File: config.mk
export PLATFORM = sky130hd
export DESIGN_NAME = hazard_ctrl
export DESIGN_NICKNAME = d
export VERILOG_FILES = /design/src/rtl/hazard_ctrl.sv
export SDC_FILE = /design/constraint.sdc
export NUM_CORES = 1
export LEC_CHECK = 0
export ABC_CLOCK_PERIOD_IN_PS = 6100
export CAP_MARGIN = 20
export CORE_MARGIN = 2
export CORE_UTILIZATION = 40
export CTS_BUF_LIST = sky130_fd_sc_hd__clkbuf_8
export CTS_CLUSTER_DIAMETER = 40
export DETAILED_ROUTE_END_ITERATION = 16
export HOLD_SLACK_MARGIN = 0.1
export PLACE_DENSITY_LB_ADDON = 0.1
export SYNTH_ARGS = -nofsm -noshare
export SYNTH_HDL_FRONTEND = slang
export SYNTH_SLANG_ARGS = --single-unit
export TNS_END_PERCENT = 20
File: constraint.sdc
create_clock -name clk -period 6.1 [get_ports clk]
set_input_delay 1.83 -clock clk [delete_from_list [all_inputs] [get_ports clk]]
set_output_delay 1.83 -clock clk [all_outputs]
set_load 0.01 [all_outputs]
File: src/rtl/hazard_ctrl.sv
// hazard_ctrl: pipeline hazard controller for the LC-3b datapath.
// Arbitrates data-memory waits (including two-access LDI/STI), load-use
// interlocks and instruction-fetch misses into per-stage stall/bubble
// controls. Also keeps a one-entry writeback hold register for forwarding
// and a saturating count of stalled cycles.
module hazard_ctrl (
  input  logic        clk,
  input  logic        reset_n,
  input  logic [3:0]  ifid_opcode,
  input  logic        ifid_bit5,
  input  logic        ifid_bit11,
  input  logic [2:0]  ifid_src1,
  input  logic [2:0]  ifid_src2,
  input  logic [2:0]  ifid_dest,
  input  logic [3:0]  idex_opcode,
  input  logic [2:0]  idex_dest,
  input  logic        idex_ld_dest,
  input  logic        exme_mem_access,
  input  logic        exme_indirect,
  input  logic        dmem_resp,
  input  logic        imem_resp,
  input  logic        imem_read,
  input  logic        mewb_ld_dest,
  input  logic [2:0]  destmux_out,
  input  logic [15:0] wb_data,
  output logic        stall_pc,
  output logic        stall_ifid,
  output logic        stall_idex,
  output logic        stall_exme,
  output logic        stall_mewb,
  output logic        bubble_ifid,
  output logic        bubble_idex,
  output logic        mem_phase,
  output logic        ld_ptr,
  output logic [19:0] hold_reg_out,
  output logic [15:0] stall_count
);

  // LC-3b opcodes that matter for operand usage
  localparam logic [3:0] OP_ADD = 4'b0001;
  localparam logic [3:0] OP_LDB = 4'b0010;
  localparam logic [3:0] OP_STB = 4'b0011;
  localparam logic [3:0] OP_JSR = 4'b0100;
  localparam logic [3:0] OP_AND = 4'b0101;
  localparam logic [3:0] OP_LDR = 4'b0110;
  localparam logic [3:0] OP_STR = 4'b0111;
  localparam logic [3:0] OP_NOT = 4'b1001;
  localparam logic [3:0] OP_LDI = 4'b1010;
  localparam logic [3:0] OP_STI = 4'b1011;
  localparam logic [3:0] OP_JMP = 4'b1100;
  localparam logic [3:0] OP_SHF = 4'b1101;

  typedef enum logic [1:0] {
    ST_IDLE  = 2'd0,
    ST_WAIT1 = 2'd1,
    ST_WAIT2 = 2'd2
  } mem_state_t;

  mem_state_t  state_reg, state_next;
  logic        mem_stall;
  logic        load_use;
  logic        imem_wait;
  logic [2:0]  src_used;
  logic [2:0]  src_field [3];
  logic [2:0]  src_hit;

  // Decode which IF/ID register fields are actually read (src1, src2, dest-as-source)
  always_comb begin
    src_used = 3'b000;
    unique case (ifid_opcode)
      OP_ADD, OP_AND:                          src_used = {1'b0, ~ifid_bit5, 1'b1};
      OP_NOT, OP_SHF, OP_LDB, OP_LDR, OP_LDI,
      OP_JMP:                                  src_used = 3'b001;
      OP_JSR:                                  src_used = {2'b00, ~ifid_bit11};
      OP_STB, OP_STI, OP_STR:                  src_used = 3'b101;
      default:                                 src_used = 3'b000;
    endcase
  end

  assign src_field[0] = ifid_src1;
  assign src_field[1] = ifid_src2;
  assign src_field[2] = ifid_dest;

  generate
    for (genvar gi = 0; gi < 3; gi++) begin : g_src_cmp
      assign src_hit[gi] = src_used[gi] && (src_field[gi] == idex_dest);
    end
  endgenerate

  assign load_use  = idex_ld_dest && (idex_opcode inside {OP_LDB, OP_LDR, OP_LDI}) && (|src_hit);
  assign imem_wait = imem_read && !imem_resp;

  // Data-memory wait sequencer: next state plus combinational stall/phase/pointer strobes
  always_comb begin
    state_next = state_reg;
    mem_stall  = 1'b0;
    ld_ptr     = 1'b0;
    mem_phase  = 1'b0;
    unique case (state_reg)
      ST_IDLE: begin
        if (exme_mem_access) begin
          if (exme_indirect) begin
            mem_stall = 1'b1;
            if (dmem_resp) begin
              ld_ptr     = 1'b1;
              state_next = ST_WAIT2;
            end else begin
              state_next = ST_WAIT1;
            end
          end else if (!dmem_resp) begin
            mem_stall  = 1'b1;
            state_next = ST_WAIT1;
          end
        end
      end
      ST_WAIT1: begin
        if (!dmem_resp) begin
          mem_stall = 1'b1;
        end else if (exme_indirect) begin
          ld_ptr     = 1'b1;
          mem_stall  = 1'b1;
          state_next = ST_WAIT2;
        end else begin
          state_next = ST_IDLE;
        end
      end
      ST_WAIT2: begin
        mem_phase = 1'b1;
        if (dmem_resp) state_next = ST_IDLE;
        else           mem_stall  = 1'b1;
      end
      default: state_next = ST_IDLE;
    endcase
  end

  // Stall/bubble arbitration: memory wait beats load-use beats fetch miss
  always_comb begin
    stall_pc    = 1'b0;
    stall_ifid  = 1'b0;
    stall_idex  = 1'b0;
    stall_exme  = 1'b0;
    stall_mewb  = 1'b0;
    bubble_ifid = 1'b0;
    bubble_idex = 1'b0;
    if (mem_stall) begin
      stall_pc   = 1'b1;
      stall_ifid = 1'b1;
      stall_idex = 1'b1;
      stall_exme = 1'b1;
      stall_mewb = 1'b1;
    end else if (load_use) begin
      stall_pc    = 1'b1;
      stall_ifid  = 1'b1;
      bubble_idex = 1'b1;
    end else if (imem_wait) begin
      stall_pc    = 1'b1;
      bubble_ifid = 1'b1;
    end
  end

  // Memory sequencer state register
  always_ff @(posedge clk or negedge reset_n) begin
    if (!reset_n) state_reg <= ST_IDLE;
    else          state_reg <= state_next;
  end

  // Writeback hold register follows MEM/WB unless that stage is frozen
  always_ff @(posedge clk or negedge reset_n) begin
    if (!reset_n)         hold_reg_out <= 20'h0;
    else if (!stall_mewb) hold_reg_out <= {mewb_ld_dest, destmux_out, wb_data};
  end

  // Saturating count of cycles in which any stage is held
  always_ff @(posedge clk or negedge reset_n) begin
    if (!reset_n) begin
      stall_count <= 16'h0;
    end else if ((stall_pc | stall_ifid | stall_idex | stall_exme | stall_mewb)
                 && (stall_count != 16'hFFFF)) begin
      stall_count <= stall_count + 16'd1;
    end
  end

endmodule
==> flow_summary_export.csv, run 1 <==
group,metric,value,unit
layout,largest_reg_flops,20,
critical_path,path_delay_family,"buffers and inverters",
grt,grt_antenna_before_repair,0,
timing,rsz0062_at_grt,"false",
pwr,p_total,0.763,mW
timing,slew_headroom,0.445,
synthesis,avgSynthCellArea,11.6,µm²
critical_path,crit_type,"in2out",
critical_path,critPathMaxStageDelay,560,ps
detailed_routing,drtPass1Iterations,4,
detailed_routing,drt_iter0_drc,56,
floorplanning,num_rows,25,
layout,syn2layout_area_growth,55.9,%
floorplanning,core,4660,µm²
placed_design,gp_congestion,0.711,
timing,finalSetupViolCount,0,
layout,multiInputGateArea,892,µm²
timing,fin_crit,5930,ps
timing,hold_viol,0,
detailed_routing,ant_nets,0,
clocking,clk_latency,290,ps
floorplanning,ioPinCount,95,
clocking,cts-htree-levels,2,
synthesis,synth_edf_count,0,
critical_path,reg2reg_depth,7,
pwr,cellPowerDensity,258,nW/µm²
timing,fin_crit_sh,0.973,
placed_design,io_buffers,94,
synthesis,ys_ff_latch,38,
pwr,vdd_ir_drop_max,0.000204,V
synthesis,seq_area_frac_synth,0.501,
detailed_routing,wl_per_cell,13.9,µm
critical_path,critPathLaunchType,"primary input",
critical_path,worst_setup_path_end_kind,"output port",
detailed_routing,drc,0,
clocking,cts_tree,"yes",
clocking,post-cts-setup-buffers,0,
placed_design,hpwl,3290,µm
timing,tns,0,ps
placed_design,dp_cells,306,
floorplanning,die_x,72.9,µm
detailed_routing,wirelength,4370,µm
synthesis,synth_area,1900,µm²
critical_path,slowest_stage,"or4b_1",
floorplanning,die_h,72.9,µm
worst_hold_path,holdCritPathClass,"reg2reg",
detailed_routing,vias_per_cell,5.04,
critical_path,crit_buf_inv,2,
pwr,leakage,1.18,nW
clocking,ctsResizeCount,0,
clocking,cts_max_path_buffers,2,
layout,drive_gt1_frac,0.135,
clocking,cts_hold_buf,0,
synthesis,synth_cells,163,
clocking,clk_root_buffer_cell,"clkbuf_8",
synthesis,ys_warn_count,0,
critical_path,path_common_cell,"clkdlybuf4s50_1",
layout,antennaDiodeCount,0,
synthesis,netlist-cell-type-count,38,
grt,grt_pass1_wl,6780,µm
worst_hold_path,min_path_cells,1,
synthesis,synth_area_leader_cell,"dfrtp_1",
synthesis,synth_area_leaders,"dfrtp_1 50%, mux2_2 12%, xor2_1 5.5%, xnor2_1 4.2%, a211oi_1 2.4%",
detailed_routing,vias,1577,
grt,grt_usage,0.169,
critical_path,path_cells,"clkdlybuf4s50_1, or4b_1, nor4_2, a21oi_1, o21a_1, nand2_1, clkdlybuf4s50_1",
grt,grt_max_degree,39,
grt,grt_overflow,0,
run,drv_cap,0,
layout,seqCellArea,951,µm²
clocking,cts.sinks,38,
critical_path,crit_cells,7,
layout,nNetsFinal,310,
layout,instances_no_fill,313,
floorplanning,die-area,5310,µm²
critical_path,cp_data_required_time,4270,ps
clocking,clk_pin_slew,70,ps
critical_path,crit_arrival,4100,ps
synthesis,async_flop_share,1.00,
grt,grt_pass1_vias,1436,
timing,tightest_slew,832,ps
layout,fillers,394,
clocking,cts_buffers,5,
critical_path,worst-path-max-fanout,5,
synthesis,syn_nets,214,
status,run_status,"finished, final reports clean",
synthesis,synth_top_area_frac,0.501,
synthesis,ys_top_cells_by_count,"38 x dfrtp_1, 20 x mux2_2, 12 x xor2_1",
timing,slew_viol_final,0,
synthesis,synth_most_common_cell,"dfrtp_1",
floorplanning,initial_utilization,0.407,
synthesis,synth_flop_cell,"dfrtp_1",
timing,fmax,169,MHz
timing,finClkSkew,3.40,ps
==> final timing paths <==
check	from	end	slack, ps
min in group asynchronous	reset_n	hold_reg_out[7]	1640
max	ifid_opcode[1]	stall_pc	170
min reg2reg	stall_count[13]	stall_count[13]	500
min	stall_count[13]	stall_count[13]	500
max in group asynchronous	reset_n	hold_reg_out[5]	3940
max reg2reg	stall_count[0]	stall_count[9]	3930
==> per-layer routing <==
| metal | wire, µm | up-vias | track usage |
|---|---|---|---|
| met5 | 0 | - | 0 |
| li1 | - | 771 | - |
| met1 | 1870 | 745 | 0.210 |
| met4 | 60 | 0 | 0.0617 |
| met2 | 2110 | 56 | 0.275 |
| met3 | 324 | 5 | 0.0539 |
==> layout by cell type (no fill, tap or decap), types with 2 or more instances in the layout <==
master,count
clkbuf_8,5
nand3_1,3
inv_1,4
nand2_1,8
nor3_1,2
nor2_1,10
and3_1,4
xnor2_1,9
buf_4,3
o21a_1,3
a21oi_1,5
a211oi_1,6
nand2b_1,2
dfrtp_1,38
xor2_1,12
nor2b_1,3
clkdlybuf4s50_1,93
mux2_2,20
nand4_1,3
o21ai_0,2
o211ai_1,5
==> cell families after synthesis <==
family          after synthesis  synth area share
simple gates                 42             0.125
compound gates               28             0.110
mux                          22             0.130
xor+xnor                     21            0.0970
flops                        38             0.501
buf+inv                      11            0.0303
fa+ha+maj                     1           0.00660
==> final cells by class <==
| cell class | instances | share of cell area |
|---|---|---|
| clock buffers | 5 | 0.0233 |
| clock inverters | 2 | 0.00254 |
| inverters | 3 | 0.00423 |
| multi-input cells | 114 | 0.302 |
| flip-flops and latches | 38 | 0.321 |
| well taps | 54 | 0.0228 |
| repair buffers | 97 | 0.324 |
==> stage by stage <==
step            util  hold WS (ps)  instance area, µm²  setup WS, ps
6_report       0.635           497                2960           166
3_5_place_dp   0.618           489                2880           164
3_3_place_gp   0.618           485                2880           187
4_1_cts        0.635           503                2960           151
5_1_grt        0.635           517                2960          24.2
2_1_floorplan      -           520                1900          1040
==> power by group <==
group / switching [mW] / internal (mW)
clock network: 0.0834 / 0.0753
logic: 0.101 / 0.167
registers: 0.0393 / 0.297
total: 0.223 / 0.540
==> worst register-to-register path, stage by stage, from the launching register on <==
cell,delay (ps)
dfrtp_1,410
ha_1,190
and3_1,230
nand4_1,170
or3_1,500
nand4_1,290
a211oi_1,100
xor2_1,160
Power figures use the tool's default switching activity.
==> run 2, diff against run 1 <==
--- a/config.mk
+++ b/config.mk
@@ -14,6 +14,7 @@
 export DETAILED_ROUTE_END_ITERATION = 16
 export HOLD_SLACK_MARGIN = 0.1
 export PLACE_DENSITY_LB_ADDON = 0.1
+export SETUP_SLACK_MARGIN = 0.3
 export SYNTH_ARGS = -nofsm -noshare
 export SYNTH_HDL_FRONTEND = slang
 export SYNTH_SLANG_ARGS = --single-unit
==> flow_summary_export.csv, run 2 (synthesis gave the netlist of run 1 again) <==
group,metric,value,unit
status,run_status,"finished, final reports clean",
grt,grt_max_degree,39,
pwr,cellPowerDensity,258,nW/µm²
placed_design,dp_cells,306,
placed_design,io_buffers,94,
timing,finalSetupViolCount,0,
critical_path,crit_type,"in2out",
floorplanning,die_h,72.9,µm
clocking,clk_latency,290,ps
grt,grt_pass1_wl,6790,µm
layout,largest_reg_flops,20,
placed_design,gp_congestion,0.711,
worst_hold_path,holdCritPathClass,"reg2reg",
critical_path,crit_buf_inv,3,
grt,grt_pass1_vias,1443,
pwr,vdd_ir_drop_max,0.000204,V
grt,grt_antenna_before_repair,0,
detailed_routing,drt_iter0_drc,51,
critical_path,critPathMaxStageDelay,570,ps
floorplanning,num_rows,25,
grt,grt_usage,0.169,
clocking,clk_pin_slew,70,ps
timing,fin_crit,5750,ps
detailed_routing,drc,0,
critical_path,slowest_stage,"or4b_1",
floorplanning,initial_utilization,0.407,
floorplanning,die-area,5310,µm²
placed_design,hpwl,3290,µm
clocking,cts_tree,"yes",
clocking,post-cts-setup-buffers,0,
detailed_routing,vias_per_cell,5.06,
floorplanning,ioPinCount,95,
grt,grt_overflow,0,
layout,instances_no_fill,313,
critical_path,crit_arrival,3920,ps
critical_path,cp_data_required_time,4270,ps
timing,finClkSkew,3.39,ps
timing,tns,0,ps
timing,rsz0062_at_grt,"true",
critical_path,path_delay_family,"buffers and inverters",
critical_path,path_common_cell,"clkdlybuf4s50_1",
critical_path,worst_setup_path_end_kind,"output port",
layout,syn2layout_area_growth,55.9,%
clocking,cts_max_path_buffers,2,
detailed_routing,ant_nets,0,
layout,final_common_cell,"clkdlybuf4s50_1",
clocking,cts_hold_buf,0,
layout,nNetsFinal,310,
critical_path,path_cells,"clkdlybuf4s50_1, or4b_1, nor4_2, a21oi_1, o21a_1, clkinv_2, nor2_1, clkdlybuf4s50_1",
timing,hold_viol,0,
run,drv_cap,0,
timing,slew_headroom,0.444,
detailed_routing,wirelength,4390,µm
clocking,cts_buffers,5,
layout,final_cell_mix,"92 x clkdlybuf4s50_1, 38 x dfrtp_1, 20 x mux2_2",
clocking,clk_root_buffer_cell,"clkbuf_8",
floorplanning,die_x,72.9,µm
critical_path,critPathLaunchType,"primary input",
layout,fillers,394,
timing,slew_viol_final,0,
detailed_routing,vias,1585,
detailed_routing,drtPass1Iterations,4,
timing,fmax,174,MHz
layout,antennaDiodeCount,0,
timing,tightest_slew,834,ps
clocking,cts.sinks,38,
detailed_routing,wl_per_cell,14.0,µm
critical_path,worst-path-max-fanout,5,
clocking,cts-htree-levels,2,
layout,drive_gt1_frac,0.135,
floorplanning,core,4660,µm²
pwr,leakage,1.18,nW
timing,fin_crit_sh,0.942,
-- run 2: cell types whose count changed in the layout (fill, tap and decap cells not counted) --
cell | before | now
dlygate4sd2_1 | 0 | 1
clkdlybuf4s50_1 | 93 | 92
-- run 2: where the power goes --
group,total [mW],internal [mW],switching (mW)
combinational,0.268,0.167,0.101
sequential,0.337,0.297,0.0394
clock,0.159,0.0753,0.0833
-- run 2: path summary, 6_finish.rpt --
path | startpoint | to | slack, ps | depth (start not counted)
worst min-delay path | stall_count[13] | stall_count[13] | 500 | 1
worst max register to register | stall_count[0] | stall_count[9] | 3930 | 7
max in group asynchronous | reset_n | hold_reg_out[5] | 3940 | 1
worst max-delay path | ifid_opcode[1] | bubble_ifid | 350 | 8
worst min register to register | stall_count[13] | stall_count[13] | 500 | 1
min in group asynchronous | reset_n | hold_reg_out[7] | 1640 | 1
-- run 2: layout make-up --
| cell class | count | area, µm² | area share |
|---|---|---|---|
| repair buffers | 97 | 957 | 0.324 |
| flip-flops and latches | 38 | 951 | 0.322 |
| multi-input cells | 114 | 892 | 0.302 |
| clock buffers | 5 | 68.8 | 0.0233 |
| well taps | 54 | 67.6 | 0.0229 |
| inverters | 3 | 12.5 | 0.00423 |
| clock inverters | 2 | 7.51 | 0.00254 |
-- run 2: repair_timing --
item | 4_1_cts | 5_1_grt
pin swaps | 1 | 0
endpoints found under the setup margin | 4 | 2
resized for setup | 1 | 0
-- run 2: per-layer routing --
metal | wire length [µm] | GRT usage | vias to the layer above
met5 | 0 | 0 | -
met4 | 60 | 0.0617 | 0
met3 | 322 | 0.0539 | 5
met2 | 2120 | 0.280 | 54
met1 | 1890 | 0.207 | 755
li1 | - | - | 771
-- run 2: metrics by stage --
stage | hold WS, ps | power, mW | instance area [µm²] | utilization | setup slack (ps)
2_1_floorplan | 520 | 0.455 | 1900 | - | 1040
3_3_place_gp | 485 | 0.608 | 2880 | 0.618 | 187
3_5_place_dp | 489 | 0.611 | 2880 | 0.618 | 164
4_1_cts | 503 | 0.773 | 2960 | 0.634 | 338
5_1_grt | 517 | 0.809 | 2960 | 0.634 | 225
6_report | 497 | 0.763 | 2960 | 0.634 | 353
-- run 2: worst reg2reg max path, stage by stage, from the launching register on --
cell and delay [ps]:
dfrtp_1 410, ha_1 190, and3_1 230, nand4_1 170, or3_1 500, nand4_1 290
a211oi_1 100, xor2_1 160
==> run 3, diff against run 2 <==
--- a/config.mk
+++ b/config.mk
@@ -5,7 +5,7 @@
 export SDC_FILE = /design/constraint.sdc
 export NUM_CORES = 1
 export LEC_CHECK = 0
-export ABC_CLOCK_PERIOD_IN_PS = 6100
+export ABC_CLOCK_PERIOD_IN_PS = 7430
 export CAP_MARGIN = 20
 export CORE_MARGIN = 2
 export CORE_UTILIZATION = 40
@@ -13,6 +13,7 @@
 export CTS_CLUSTER_DIAMETER = 40
 export DETAILED_ROUTE_END_ITERATION = 16
 export HOLD_SLACK_MARGIN = 0.1
+export MAX_ROUTING_LAYER = met4
 export PLACE_DENSITY_LB_ADDON = 0.1
 export SETUP_SLACK_MARGIN = 0.3
 export SYNTH_ARGS = -nofsm -noshare
==> constraint.sdc (replaced) <==
create_clock -name clk -period 7.43 [get_ports clk]
set_input_delay 2.229 -clock clk [delete_from_list [all_inputs] [get_ports clk]]
set_output_delay 2.229 -clock clk [all_outputs]
set_load 0.01 [all_outputs]
==> flow_summary_export.csv, run 3 (synthesis gave the netlist of run 1 again) <==
group,metric,value,unit
grt,grt_overflow,0,
detailed_routing,vias,1546,
clocking,cts_max_path_buffers,2,
placed_design,postPlaceCellArea,2870,µm²
clocking,cts.sinks,38,
detailed_routing,vias_per_cell,4.97,
detailed_routing,drt_iter0_drc,41,
layout,fin_area,2940,µm²
clocking,cts_tree,"yes",
detailed_routing,ant_nets,0,
timing,slew_viol_final,0,
grt,grt_usage,0.170,
layout,syn2layout_area_growth,55.1,%
critical_path,path_cells,"clkdlybuf4s50_1, or4b_1, nor4_2, a21oi_1, o21a_1, clkinv_2, clkdlybuf4s50_1",
timing,hold-worst-slack,494,ps
detailed_routing,drc,0,
run,drv_cap,0,
critical_path,crit_buf_inv,3,
detailed_routing,wl_per_cell,13.7,µm
clocking,clk_root_buffer_cell,"clkbuf_8",
placed_design,hpwl,3200,µm
placed_design,dp_cells,304,
timing,rsz0062_at_grt,"false",
timing,hold_viol,0,
critical_path,critPathLaunchType,"primary input",
layout,antennaDiodeCount,0,
clocking,cts-htree-levels,2,
placed_design,gp_congestion,0.787,
timing,slew_headroom,0.440,
grt,busiest_layer,"met2",
critical_path,slowest_stage,"or4b_1",
timing,fin_crit,6930,ps
timing,setup_slack,503,ps
clocking,clk_latency,280,ps
layout,instances_no_fill,311,
layout,final_cell_mix,"93 x clkdlybuf4s50_1, 38 x dfrtp_1, 20 x mux2_2",
detailed_routing,wirelength,4280,µm
timing,finClkSkew,7.52,ps
grt,grt_max_degree,39,
worst_hold_path,holdCritPathClass,"reg2reg",
clocking,ctsResizeCount,0,
critical_path,crit_arrival,4700,ps
pwr,cellPowerDensity,212,nW/µm²
clocking,clk_pin_slew,60,ps
floorplanning,die_h,72.9,µm
critical_path,critPathMaxStageDelay,560,ps
floorplanning,die-area,5310,µm²
pwr,p_total,0.625,mW
grt,met2_usage,0.272,
timing,tightest_slew,840,ps
layout,nNetsFinal,308,
timing,fin_crit_sh,0.932,
floorplanning,ioPinCount,95,
floorplanning,core,4660,µm²
grt,grt_antenna_before_repair,0,
clocking,post-cts-setup-buffers,0,
layout,final_common_cell,"clkdlybuf4s50_1",
floorplanning,num_rows,25,
clocking,cts_buffers,5,
timing,finalSetupViolCount,0,
pwr,vdd_ir_drop_max,0.000203,V
layout,fin_util,0.631,
placed_design,io_buffers,94,
timing,fmax,144,MHz
grt,met3_usage,0.0428,
floorplanning,initial_utilization,0.407,
critical_path,path_common_cell,"clkdlybuf4s50_1",
critical_path,cp_data_required_time,5200,ps
grt,grt_pass1_wl,6670,µm
timing,tns,0,ps
critical_path,crit_type,"in2out",
grt,grt_pass1_vias,1424,
layout,drive_gt1_frac,0.128,
clocking,cts_hold_buf,0,
status,run_status,"finished, final reports clean",
critical_path,path_delay_family,"buffers and inverters",
grt,met1_usage,0.211,
placed_design,post-place-ws,528,ps
detailed_routing,drtPass1Iterations,5,
layout,largest_reg_flops,20,
layout,fillers,395,
critical_path,worst_setup_path_end_kind,"output port",
pwr,leakage,1.17,nW
critical_path,worst-path-max-fanout,10,
floorplanning,die_x,72.9,µm
## run 3: cell count changes in the layout (fill, tap and decap cells not counted), sizes merged
cell,change
buf,-2
clkdlybuf4s50,+1
dlygate4sd2,-1
## run 3: worst reg2reg max path, delay by kind of cell (launching register included)
kind,cells,cell delay [ps]
flops,1,390
compound gates,5,1260
mux,1,360
buf+inv,1,230
## run 3: final timing paths
kind | start | end | slack (ps) | cells past startpoint
setup reg to reg | state_reg[0] | stall_count[1] | 5060 | 7
setup / recovery | ifid_opcode[1] | stall_ifid | 500 | 7
hold / removal | stall_count[10] | stall_count[10] | 490 | 1
max in group asynchronous | reset_n | hold_reg_out[2] | 4850 | 1
hold reg to reg | stall_count[10] | stall_count[10] | 490 | 1
min in group asynchronous | reset_n | hold_reg_out[7] | 2040 | 1
## run 3: layer usage
layer,up-vias,share of wire,routed length (µm)
li1,769,-,-
met1,721,0.46,1970
met2,51,0.47,2030
met3,5,0.054,230
met4,0,0.011,46
met5,-,0,0
## run 3: power by group
part | internal, mW | switching (mW) | total [mW] | leakage, nW
Clock | 0.0619 | 0.0676 | 0.129 | 0.0466
Combinational | 0.136 | 0.0831 | 0.219 | 0.667
Sequential | 0.244 | 0.0324 | 0.276 | 0.453
Total | 0.441 | 0.183 | 0.625 | 1.17
## run 3: area by class of cell
cell class / instances / area (µm²) / area share
tap: 54 / 67.6 / 0.0230
inverter: 3 / 12.5 / 0.00425
timing repair buffer: 95 / 943 / 0.321
clock inverter: 2 / 7.51 / 0.00255
clock buffer: 5 / 68.8 / 0.0234
multi-input combinational: 114 / 892 / 0.303
sequential: 38 / 951 / 0.323
